--- config.mk ---
export PLATFORM = sky130hd
export DESIGN_NAME = regfile_arbiter
export DESIGN_NICKNAME = d
export VERILOG_FILES = /design/src/rtl/regfile_arbiter.sv
export SDC_FILE = /design/constraint.sdc
export NUM_CORES = 1
export LEC_CHECK = 0
export CAP_MARGIN = 25
export CORE_MARGIN = 4
export CORE_UTILIZATION = 46
export CTS_CLUSTER_DIAMETER = 80
export DETAILED_ROUTE_END_ITERATION = 8
export GPL_ROUTABILITY_DRIVEN = 0
export PLACE_DENSITY_LB_ADDON = 0.08
export SETUP_SLACK_MARGIN = 0.15
export SYNTH_ARGS = -nofsm -noshare
export SYNTH_HDL_FRONTEND = slang
export SYNTH_SLANG_ARGS = --single-unit
--- constraint.sdc ---
create_clock -name clk_i -period 6.8 [get_ports clk_i]
set_clock_uncertainty 0.15 [all_clocks]
set_input_delay 1.7 -clock clk_i [delete_from_list [all_inputs] [get_ports clk_i]]
set_output_delay 1.7 -clock clk_i [all_outputs]
set_load 0.02 [all_outputs]
--- src/rtl/regfile_arbiter.sv ---
// -----------------------------------------------------------------------------
// regfile_arbiter
//
// Shares one dual-port 64x16 register file between two requesters (Req0/Req1).
// Port A carries either the single write or one read per cycle; port B carries
// a second concurrent read. After reset an optional clear pass writes zero to
// every register (Busy high) before any request is granted.
//
// Ports
//   clk_i            system clock, all state on posedge
//   rst_i            synchronous active-high reset (also gates grants
//                    combinationally)
//   reqN_i           access request, held by the requester until granted
//   writeN_i         1 = write, 0 = read (qualified by reqN_i)
//   addrN_i          register address
//   wdataN_i         write data
//   gntN_o           combinational grant; transfer on posedge with reqN_i
//   rvalidN_o        registered, high one cycle after a granted read
//   rdataN_o         registered read data, valid while rvalidN_o
//   busy_o           high while the clear pass is running
//   rf_addr_a_o      register file AddressA
//   rf_wdata_o       register file WriteData
//   rf_we_o          register file WriteEnable
//   rf_addr_b_o      register file AddressB
//   rf_rdata_a_i/b_i register file read data (combinational in address)
// -----------------------------------------------------------------------------
module regfile_arbiter #(
  parameter int AddrWidth    = 6,
  parameter int DataWidth    = 16,
  parameter bit ClearOnReset = 1'b1
) (
  input  logic                 clk_i,
  input  logic                 rst_i,
  input  logic                 req0_i,
  input  logic                 write0_i,
  input  logic [AddrWidth-1:0] addr0_i,
  input  logic [DataWidth-1:0] wdata0_i,
  input  logic                 req1_i,
  input  logic                 write1_i,
  input  logic [AddrWidth-1:0] addr1_i,
  input  logic [DataWidth-1:0] wdata1_i,
  output logic                 gnt0_o,
  output logic                 gnt1_o,
  output logic                 rvalid0_o,
  output logic [DataWidth-1:0] rdata0_o,
  output logic                 rvalid1_o,
  output logic [DataWidth-1:0] rdata1_o,
  output logic                 busy_o,
  output logic [AddrWidth-1:0] rf_addr_a_o,
  output logic [DataWidth-1:0] rf_wdata_o,
  output logic                 rf_we_o,
  output logic [AddrWidth-1:0] rf_addr_b_o,
  input  logic [DataWidth-1:0] rf_rdata_a_i,
  input  logic [DataWidth-1:0] rf_rdata_b_i
);

  typedef enum logic [0:0] {
    ST_INIT = 1'b0,
    ST_RUN  = 1'b1
  } state_e;

  localparam state_e                RstState = ClearOnReset ? ST_INIT : ST_RUN;
  localparam logic [AddrWidth-1:0]  LastAddr = {AddrWidth{1'b1}};
  localparam logic [AddrWidth-1:0]  AddrOne  = {{(AddrWidth-1){1'b0}}, 1'b1};

  state_e                 state_q, state_d;
  logic [AddrWidth-1:0]   clear_cnt_q, clear_cnt_d;
  // last_q = requester (0/1) that last won port A in a contested cycle;
  // the next contest favours the other one, so 1 means Req0 is favoured.
  logic                   last_q, last_d;
  logic                   rvalid0_q, rvalid0_d;
  logic                   rvalid1_q, rvalid1_d;
  logic [DataWidth-1:0]   rdata0_q, rdata0_d;
  logic [DataWidth-1:0]   rdata1_q, rdata1_d;

  // Arbitration results for the current cycle.
  logic                   gnt0;
  logic                   gnt1;
  logic                   a_owner1;   // port A belongs to Req1 (else Req0)
  logic                   b_used;     // second read placed on port B
  logic                   contest;    // same-type request pair, moves pointer
  logic                   busy;
  logic [AddrWidth-1:0]   rf_addr_a;
  logic [DataWidth-1:0]   rf_wdata;
  logic                   rf_we;
  logic [AddrWidth-1:0]   rf_addr_b;

  // State register: FSM state and clear-pass address counter.
  always_ff @(posedge clk_i) begin
    if (rst_i) begin
      state_q     <= RstState;
      clear_cnt_q <= '0;
    end else begin
      state_q     <= state_d;
      clear_cnt_q <= clear_cnt_d;
    end
  end

  // Next-state logic: walk every address once, then stay in RUN.
  always_comb begin
    state_d     = state_q;
    clear_cnt_d = clear_cnt_q;
    case (state_q)
      ST_INIT: begin
        clear_cnt_d = clear_cnt_q + AddrOne;
        if (clear_cnt_q == LastAddr) begin
          state_d = ST_RUN;
        end else begin
          state_d = ST_INIT;
        end
      end
      ST_RUN: begin
        state_d     = ST_RUN;
        clear_cnt_d = '0;
      end
      default: begin
        state_d     = RstState;
        clear_cnt_d = '0;
      end
    endcase
  end

  // Output logic: grants, port assignment and register file drive.
  always_comb begin
    gnt0      = 1'b0;
    gnt1      = 1'b0;
    a_owner1  = 1'b0;
    b_used    = 1'b0;
    contest   = 1'b0;
    busy      = 1'b0;
    rf_addr_a = '0;
    rf_wdata  = '0;
    rf_we     = 1'b0;
    rf_addr_b = '0;
    if (rst_i) begin
      // Grants drop immediately while reset is held.
      busy = ClearOnReset;
    end else begin
      case (state_q)
        ST_INIT: begin
          busy      = 1'b1;
          rf_addr_a = clear_cnt_q;
          rf_we     = 1'b1;
        end
        ST_RUN: begin
          if (req0_i && req1_i) begin
            if (write0_i && write1_i) begin
              // Only one write port: favoured requester wins, other waits.
              contest  = 1'b1;
              a_owner1 = ~last_q;
              gnt0     = last_q;
              gnt1     = ~last_q;
            end else if (!write0_i && !write1_i) begin
              // Two reads: favoured one on port A, the other on port B.
              contest  = 1'b1;
              a_owner1 = ~last_q;
              gnt0     = 1'b1;
              gnt1     = 1'b1;
              b_used   = 1'b1;
            end else begin
              // Write + read: write always takes port A, no contest.
              a_owner1 = write1_i;
              gnt0     = 1'b1;
              gnt1     = 1'b1;
              b_used   = 1'b1;
            end
          end else if (req0_i) begin
            gnt0 = 1'b1;
          end else if (req1_i) begin
            gnt1     = 1'b1;
            a_owner1 = 1'b1;
          end else begin
            gnt0 = 1'b0;
          end

          // The port A owner is always granted whenever anything is, so
          // write data only reaches the register file for a granted write.
          if (gnt0 || gnt1) begin
            if (a_owner1) begin
              rf_addr_a = addr1_i;
              if (write1_i) begin
                rf_we    = 1'b1;
                rf_wdata = wdata1_i;
              end else begin
                rf_we = 1'b0;
              end
            end else begin
              rf_addr_a = addr0_i;
              if (write0_i) begin
                rf_we    = 1'b1;
                rf_wdata = wdata0_i;
              end else begin
                rf_we = 1'b0;
              end
            end
          end else begin
            rf_we = 1'b0;
          end

          if (b_used) begin
            rf_addr_b = a_owner1 ? addr0_i : addr1_i;
          end else begin
            rf_addr_b = '0;
          end
        end
        default: begin
          busy = 1'b1;
        end
      endcase
    end
  end

  // Next read-response and pointer values. Read data is taken from the
  // port the requester was placed on; a same-cycle write to that address
  // lands on the clock edge, so the old value is returned.
  always_comb begin
    rvalid0_d = gnt0 & ~write0_i;
    rvalid1_d = gnt1 & ~write1_i;
    if (rvalid0_d) begin
      rdata0_d = a_owner1 ? rf_rdata_b_i : rf_rdata_a_i;
    end else begin
      rdata0_d = rdata0_q;
    end
    if (rvalid1_d) begin
      rdata1_d = a_owner1 ? rf_rdata_a_i : rf_rdata_b_i;
    end else begin
      rdata1_d = rdata1_q;
    end
    if (contest) begin
      last_d = a_owner1;
    end else begin
      last_d = last_q;
    end
  end

  // Read-response and round-robin pointer registers.
  always_ff @(posedge clk_i) begin
    if (rst_i) begin
      rvalid0_q <= 1'b0;
      rvalid1_q <= 1'b0;
      rdata0_q  <= '0;
      rdata1_q  <= '0;
      last_q    <= 1'b1;
    end else begin
      rvalid0_q <= rvalid0_d;
      rvalid1_q <= rvalid1_d;
      rdata0_q  <= rdata0_d;
      rdata1_q  <= rdata1_d;
      last_q    <= last_d;
    end
  end

  assign gnt0_o      = gnt0;
  assign gnt1_o      = gnt1;
  assign rvalid0_o   = rvalid0_q;
  assign rvalid1_o   = rvalid1_q;
  assign rdata0_o    = rdata0_q;
  assign rdata1_o    = rdata1_q;
  assign busy_o      = busy;
  assign rf_addr_a_o = rf_addr_a;
  assign rf_wdata_o  = rf_wdata;
  assign rf_we_o     = rf_we;
  assign rf_addr_b_o = rf_addr_b;

endmodule

Word level (Yosys, flattened, before mapping):

Cells that the tools add are included.

* flip-flop bits (word level): 42
* latch bits: 0
* memory bits (writable): 0
* bits in read-only memories: 0
* input bits: 82
* output and inout port bits: 66
* logic and storage cells: 79
* memories kept: 0

* $add $sub $neg: 1
* multiply operators: 0
* divide/modulo/power cells: 0
* $lt $le $gt $ge: 0
* equality and inequality tests: 1
* shift-type cells: 0
* muxes and demuxes: 58
* bitwise logic cells: 6
* reduce and logical (&&, ||, !) cells: 6

Operator list (count)
* 2-to-1 mux 16 bit: 8
* 2-to-1 mux 6 bit: 7
* 2-to-1 mux 1 bit: 39
* one-hot mux 6 bit (2 select lines): 2
* adder 6 x 1 -> 6 bit (second input constant): 1
* == test 6 bit (second input constant): 1
* NOT 1 bit: 4
* one-hot mux 1 bit (2 select lines): 2
* logical AND 1 bit: 3
* AND 1 bit: 2
* logical NOT 1 bit: 2
* logical OR 1 bit: 1

Depth between registers and ports, before layout:

Gate-level depths: netlist of the first run.

* depth after elaboration: 11
* mapped depth: 9
* gate-level depth less buffers: 5

Worst setup path before layout of the first run:

Ideal clock, no wire load.

* path type: input to output
* from: in write1_i
* to: out rf_wdata_o[11]
* data arrival time: 3.556 ns
* data required time: 4.950 ns
* setup slack: 1.394 ns
* stages on the path: 9
* buffers on the path: 4
* path through: buf_2 -> inv_2 -> buf_2 -> ha_1 -> nor4b_4 -> buf_4 -> buf_4 -> o311ai_1 -> a21oi_1

* word-level cells in the longest chain between the ends: 11
* elaborated cells between the ends (all ways): 22
* classes of those cells: mux: 18; reduce/logical: 4

RTL lines
* from (decl): line 39 `input logic write1_i,`
* logical NOT 1 bit: line 153 `end else if (!write0_i && !write1_i) begin`
* logical AND 1 bit: line 153
* 2-to-1 mux 1 bit: line 153
* 2-to-1 mux 1 bit: line 147 `if (write0_i && write1_i) begin`
* 2-to-1 mux 1 bit: line 146 `if (req0_i && req1_i) begin`
* 2-to-1 mux 1 bit: line 139 `case (state_q)`
* 2-to-1 mux 1 bit: line 135 `if (rst_i) begin`
* 2-to-1 mux 16 bit: line 179 `if (a_owner1) begin`
* 2-to-1 mux 16 bit *: line 178 `if (gnt0 || gnt1) begin`
* 2-to-1 mux 16 bit *: line 139
* 2-to-1 mux 16 bit *: line 135
* to (decl): line 50 `output logic [DataWidth-1:0] rf_wdata_o,`

Every way passes the cells marked *; elsewhere a longest branch is shown, timed or not. The select of a mux whose other input is x is not followed.

Worst setup path in the final report of the first run:

* from: in write1_i
* to: out rf_addr_a_o[4]

* word-level cells in the longest chain between the ends: 11
* elaborated cells between the ends (all ways): 21
* classes of those cells: mux: 17; reduce/logical: 4

RTL lines
* logical NOT 1 bit: line 153
* logical AND 1 bit: line 153
* 2-to-1 mux 1 bit: line 153
* 2-to-1 mux 1 bit: line 147
* 2-to-1 mux 1 bit: line 146
* 2-to-1 mux 1 bit: line 139
* 2-to-1 mux 1 bit: line 135
* 2-to-1 mux 6 bit: line 179
* 2-to-1 mux 6 bit *: line 178
* one-hot mux 6 bit (2 select lines) *: line 139
* 2-to-1 mux 6 bit *: line 135
* to (decl): line 49 `output logic [AddrWidth-1:0] rf_addr_a_o,`

Marks and branches as above.

==> results_dict.tcl, run 1 <==
set metrics [dict create \
    async_flop_share 0 \
    io_buffer_count 147 \
    setup_viol_count_final 0 \
    top_level_ports 148 \
    ant_nets 0 \
    required_ns 4.95 \
    grt_pass1_vias 3699 \
    syn_area_per_cell_um2 9.10 \
    timing.fmax_ghz 0.157 \
    num_rows 30 \
    p_leak_nw 1.45 \
    relSlewSlack 0.430 \
    post-route-cell-area_um2 4730 \
    startpoint_type "input port" \
    cp_max_fo 8 \
    ys_types 49 \
    syn_to_final_growth_pct 43.1 \
    power_density_nw_per_um2 115 \
    synth_fp_nets 448 \
    cts_resized 0 \
    hold_path.class "reg -> reg" \
    synth_enable_flop_cells 0 \
    die_y_um 92.8 \
    syn_inst 363 \
    setup_tns_ns 0 \
    wire_per_inst_um 21.8 \
    die-area_um2 8600 \
    root_buffer "clkbuf_8" \
    vdd_ir_drop_max_uv 78.0 \
    cts.clk_slew.worst_paths_ns 0.08 \
    synth_ff_type "dfxtp_1" \
    h-tree-depth 2 \
    fin_nets 558 \
    min_period_ns 6.36 \
    start_util 0.481 \
    track_usage 0.275 \
    cts_sinks 42 \
    fin_crit_sh 0.936 \
    die_x_um 92.8 \
    cts_buffers 5 \
    grt_setup_unrepaired "false" \
    grt_max_degree 50 \
    seq_area_frac_synth 0.254 \
    drive_above_1_share 0.116 \
    crit_path_end_kind "output pin" \
    drcViolationCount 0 \
    drv_cap 0 \
    post_cts_buffers 0 \
    core_area_um2 6870 \
    critical_path_class "in -> out" \
    vias_per_cell 6.80 \
    drt_iter0_markers 391 \
    instances_no_fill 569 \
    worst_slew_pin_slew_ns 0.855 \
    slew_violations 0 \
    synth_seq_cells 42 \
    placedCellCount 562 \
    n_antenna_cell 0 \
    yosys_warnings 0 \
    grt_pass1_wl_um 19200 \
    dr.pass1.iters 5 \
    vias 3869 \
    syn_area_um2 3300 \
    cp.arrival_ns 4.51 \
    status "finished clean" \
    cts_buffer_depth 2 \
    holdBufCountCts 0 \
    hpwlAfterDp_um 8580 \
    antenna_found_initial 0 \
    hold_violations 0 \
    clkLatencyLatePin_ns 0.29 \
    grt_overflow_total 0 \
    drt-total-wl_um 12400 \
    place_area_um2 4650 \
    cts_tree "done" \
]
==> synthesized netlist by cell type (all sizes together) (2+ instances only) <==
| master | instances | area share |
|---|---|---|
| a221o | 6 | 0.018 |
| a21oi | 23 | 0.035 |
| o31ai | 38 | 0.086 |
| o21ai | 2 | 0.0030 |
| a311oi | 33 | 0.12 |
| a31oi | 34 | 0.064 |
| or3 | 2 | 0.0053 |
| nand3 | 3 | 0.0061 |
| dfxtp | 42 | 0.25 |
| nor2 | 7 | 0.0080 |
| ha | 3 | 0.011 |
| xnor2 | 2 | 0.0053 |
| nand3b | 2 | 0.0083 |
| clkbuf | 22 | 0.027 |
| nand4 | 16 | 0.030 |
| and3b | 2 | 0.0064 |
| and2 | 9 | 0.017 |
| and3 | 3 | 0.0072 |
| buf | 39 | 0.089 |
| o311ai | 55 | 0.15 |
| or2 | 2 | 0.0038 |
| inv | 5 | 0.0057 |
==> sequential cells by signal (all words and copies together), names as in the netlist <==
register / cells
clear_cnt_q: 6
last_q: 1
rdata0_o: 16
rdata1_o: 16
rvalid0_o: 1
rvalid1_o: 1
state_q: 1
==> report_power, final <==
group	internal, mW	leakage (nW)	switching (mW)
clock network	0.0691	0.0438	0.0903
registers	0.247	0.339	0.00132
logic	0.0656	1.07	0.0719
==> final timing paths <==
| check | startpoint | to | slack [ns] | cells after the start |
|---|---|---|---|---|
| max | write1_i | rf_addr_a_o[4] | 0.44 | 7 |
| min | clear_cnt_q[0] | clear_cnt_q[0] | 0.32 | 1 |
| max reg2reg | state_q | rdata1_o[13] | 4.30 | 4 |
| min reg2reg | clear_cnt_q[0] | clear_cnt_q[0] | 0.32 | 1 |
==> worst max-delay path, cell delays in order <==
cell,delay [ns]
clkdlybuf4s50_1,0.71
inv_2,0.08
ha_1,0.32
or3_4,0.45
a311oi_4,0.41
a221o_1,0.23
clkdlybuf4s50_1,0.60
==> placed cells by master, fill, tap and decap left out, drive strengths merged, types with 3 or more instances in the layout <==
cell             n
a311oi          33
dfxtp           42
and3             3
nand3            3
clkdlybuf4s50  147
o31ai           38
nor2             7
a221o            6
nand4           16
inv              5
o311ai          55
clkbuf           5
a31oi           34
ha               3
and2             9
buf             17
a21oi           23
==> per-layer routing <==
metal	up-vias	track usage	routed length, um	share of wire
met5	-	0	0	0
met4	0	0.118	477	0.038
met3	44	0.0666	1200	0.097
met2	244	0.436	5620	0.45
met1	1808	0.354	5120	0.41
li1	1773	-	-	-
==> cells by family after synthesis <==
family | count (synthesis) | synth area share
fa+ha+maj | 3 | 0.0114
buf+inv | 66 | 0.121
compound gates | 197 | 0.493
xor+xnor | 3 | 0.00795
flops | 42 | 0.254
simple gates | 52 | 0.112
==> stage by stage <==
step	util	power (mW)	hold slack [ns]	setup slack (ns)
5_1_grt	0.688	0.565	0.362	0.319
3_5_place_dp	0.677	0.389	0.302	0.465
4_1_cts	0.688	0.541	0.321	0.454
2_1_floorplan	-	0.320	0.276	1.39
6_report	0.688	0.545	0.323	0.438
3_3_place_gp	0.677	0.388	0.294	0.546
==> final cells by class <==
class / count / area, um2
multi-input combinational: 255 / 2070
inverter: 5 / 18.8
timing repair buffer: 164 / 1600
sequential: 42 / 841
clock buffer: 5 / 68.8
tap: 96 / 120
fill: 584 / 2140
clock inverter: 2 / 10.0
Power figures use the tool's default switching activity.
==> run 2: changes to the inputs <==
--- a/config.mk
+++ b/config.mk
@@ -12,6 +12,7 @@
 export DETAILED_ROUTE_END_ITERATION = 8
 export GPL_ROUTABILITY_DRIVEN = 0
 export PLACE_DENSITY_LB_ADDON = 0.08
+export RECOVER_POWER = 100
 export SETUP_SLACK_MARGIN = 0.15
 export SYNTH_ARGS = -nofsm -noshare
 export SYNTH_HDL_FRONTEND = slang
==> run 2 against run 1 <==
Net effect:
- hold slack barely moved
- largest cell class unchanged
- non-clock buffer count did not move
- core utilization fell by 0.24 points
- clock-buffer cell count did not move
- via count rose by 1.3%
- die area did not move
- sequential cell count did not move
- first-iteration DRC count fell by 3.1%
- sequential power barely moved
- routed wire length rose by 0.16%
- final area fell by 0.34%
- largest power group unchanged
==> results_dict.tcl, run 2 (synthesized netlist as in run 1, its figures left out) <==
set metrics [dict create \
    setup_viol_count_final 0 \
    ant_nets 0 \
    gr-max-usage-layer "met2" \
    placedCellCount 562 \
    vias 3920 \
    fin_crit_sh 0.957 \
    regArea_um2 841 \
    grt_pass1_wl_um 19200 \
    p_leak_nw 1.60 \
    crit_start "write1_i" \
    wire_per_inst_um 21.9 \
    drive_above_1_share 0.110 \
    power_density_nw_per_um2 115 \
    cts.clk_slew.worst_paths_ns 0.08 \
    fin_nets 558 \
    hold_path.class "reg -> reg" \
    vias_per_cell 6.89 \
    hpwlAfterDp_um 8580 \
    hold_slack_ns 0.323 \
    cts_resized 0 \
    drv_cap 0 \
    grt_overflow_total 0 \
    grtUsageMet1 0.354 \
    slew_violations 0 \
    cts_tree "done" \
    crit_path_end_kind "output pin" \
    h-tree-depth 2 \
    nFillCells 588 \
    cts_sinks 42 \
    required_ns 4.95 \
    core_area_um2 6870 \
    min_period_ns 6.51 \
    io_buffer_count 147 \
    cts_buffers 5 \
    antenna_found_initial 0 \
    syn_to_final_growth_pct 42.6 \
    final_core_util 0.686 \
    layout_commonest_cell "clkdlybuf4s50_1" \
    grt_setup_unrepaired "false" \
    critical_path_class "in -> out" \
    instances_no_fill 569 \
    timing.fmax_ghz 0.154 \
    status "finished clean" \
    relSlewSlack 0.153 \
    cp_max_fo 18 \
    multi_input_area_um2 2060 \
    most-common-layout-cells "89 x clkdlybuf4s50_1, 58 x dlygate4sd3_1, 42 x dfxtp_1" \
    startpoint_type "input port" \
    cts_buffer_depth 2 \
    use_met2 0.436 \
    hold_violations 0 \
    vdd_ir_drop_max_uv 78.0 \
    grt_max_degree 50 \
    cp.arrival_ns 4.66 \
    hold_start "clear_cnt_q[0]" \
    setup_tns_ns 0 \
    worst_slew_pin_slew_ns 1.27 \
    final.setup.worst_slack_ns 0.290 \
    drcViolationCount 0 \
    post_cts_buffers 0 \
    die-area_um2 8600 \
    dp_slack_ns 0.465 \
    grt_pass1_vias 3699 \
    die_x_um 92.8 \
    post-route-cell-area_um2 4710 \
    drt_iter0_markers 379 \
    clkLatencyLatePin_ns 0.29 \
    top_level_ports 148 \
    holdBufCountCts 0 \
    crit-reg2reg-launch "state_q" \
    drt-total-wl_um 12400 \
    start_util 0.481 \
    num_rows 30 \
    root_buffer "clkbuf_8" \
    place_area_um2 4650 \
    die_y_um 92.8 \
    use_met3 0.0666 \
    n_antenna_cell 0 \
    power.total_mw 0.543 \
    track_usage 0.275 \
    dr.pass1.iters 6 \
]
run 2: changes by cell type in the layout (fill, tap and decap cells not counted), sizes merged:
cell           delta
buf               -1
clkbuf            +1
clkdlybuf4s50    -58
dlygate4sd3      +58
run 2: worst max-delay path, stage by stage:
cell	delay (ns)
dlygate4sd3_1	0.76
ha_1	0.45
buf_4	0.21
nand3b_1	0.57
and2_1	0.42
clkdlybuf4s50_1	0.54
run 2: layout make-up:
class | instances | area share
Multi-Input combinational cell | 255 | 0.437
Timing Repair Buffer | 164 | 0.339
Sequential cell | 42 | 0.178
Tap cell | 96 | 0.0255
Clock buffer | 5 | 0.0146
Inverter | 5 | 0.00398
Clock inverter | 2 | 0.00212
run 2: path summary, 6_finish.rpt:
path / slack [ns] / endpoint / cells past startpoint
max: 0.29 / gnt0_o / 6
min: 0.32 / clear_cnt_q[0] / 1
max reg2reg: 4.33 / rdata1_o[0] / 4
min reg2reg: 0.32 / clear_cnt_q[0] / 1
run 2: metal layers:
metal  vias up  part of all wire  wire [um]
met4         0             0.039        486
li1       1775                 -          -
met1      1828              0.40       5000
met3        45              0.11       1350
met5         -                 0          0
met2       272              0.45       5620
run 2: power by group:
part | leakage, nW | internal (mW) | switching (mW)
clock | 0.0438 | 0.0691 | 0.0894
sequential | 0.339 | 0.247 | 0.00132
combinational | 1.22 | 0.0648 | 0.0709
total | 1.60 | 0.381 | 0.162
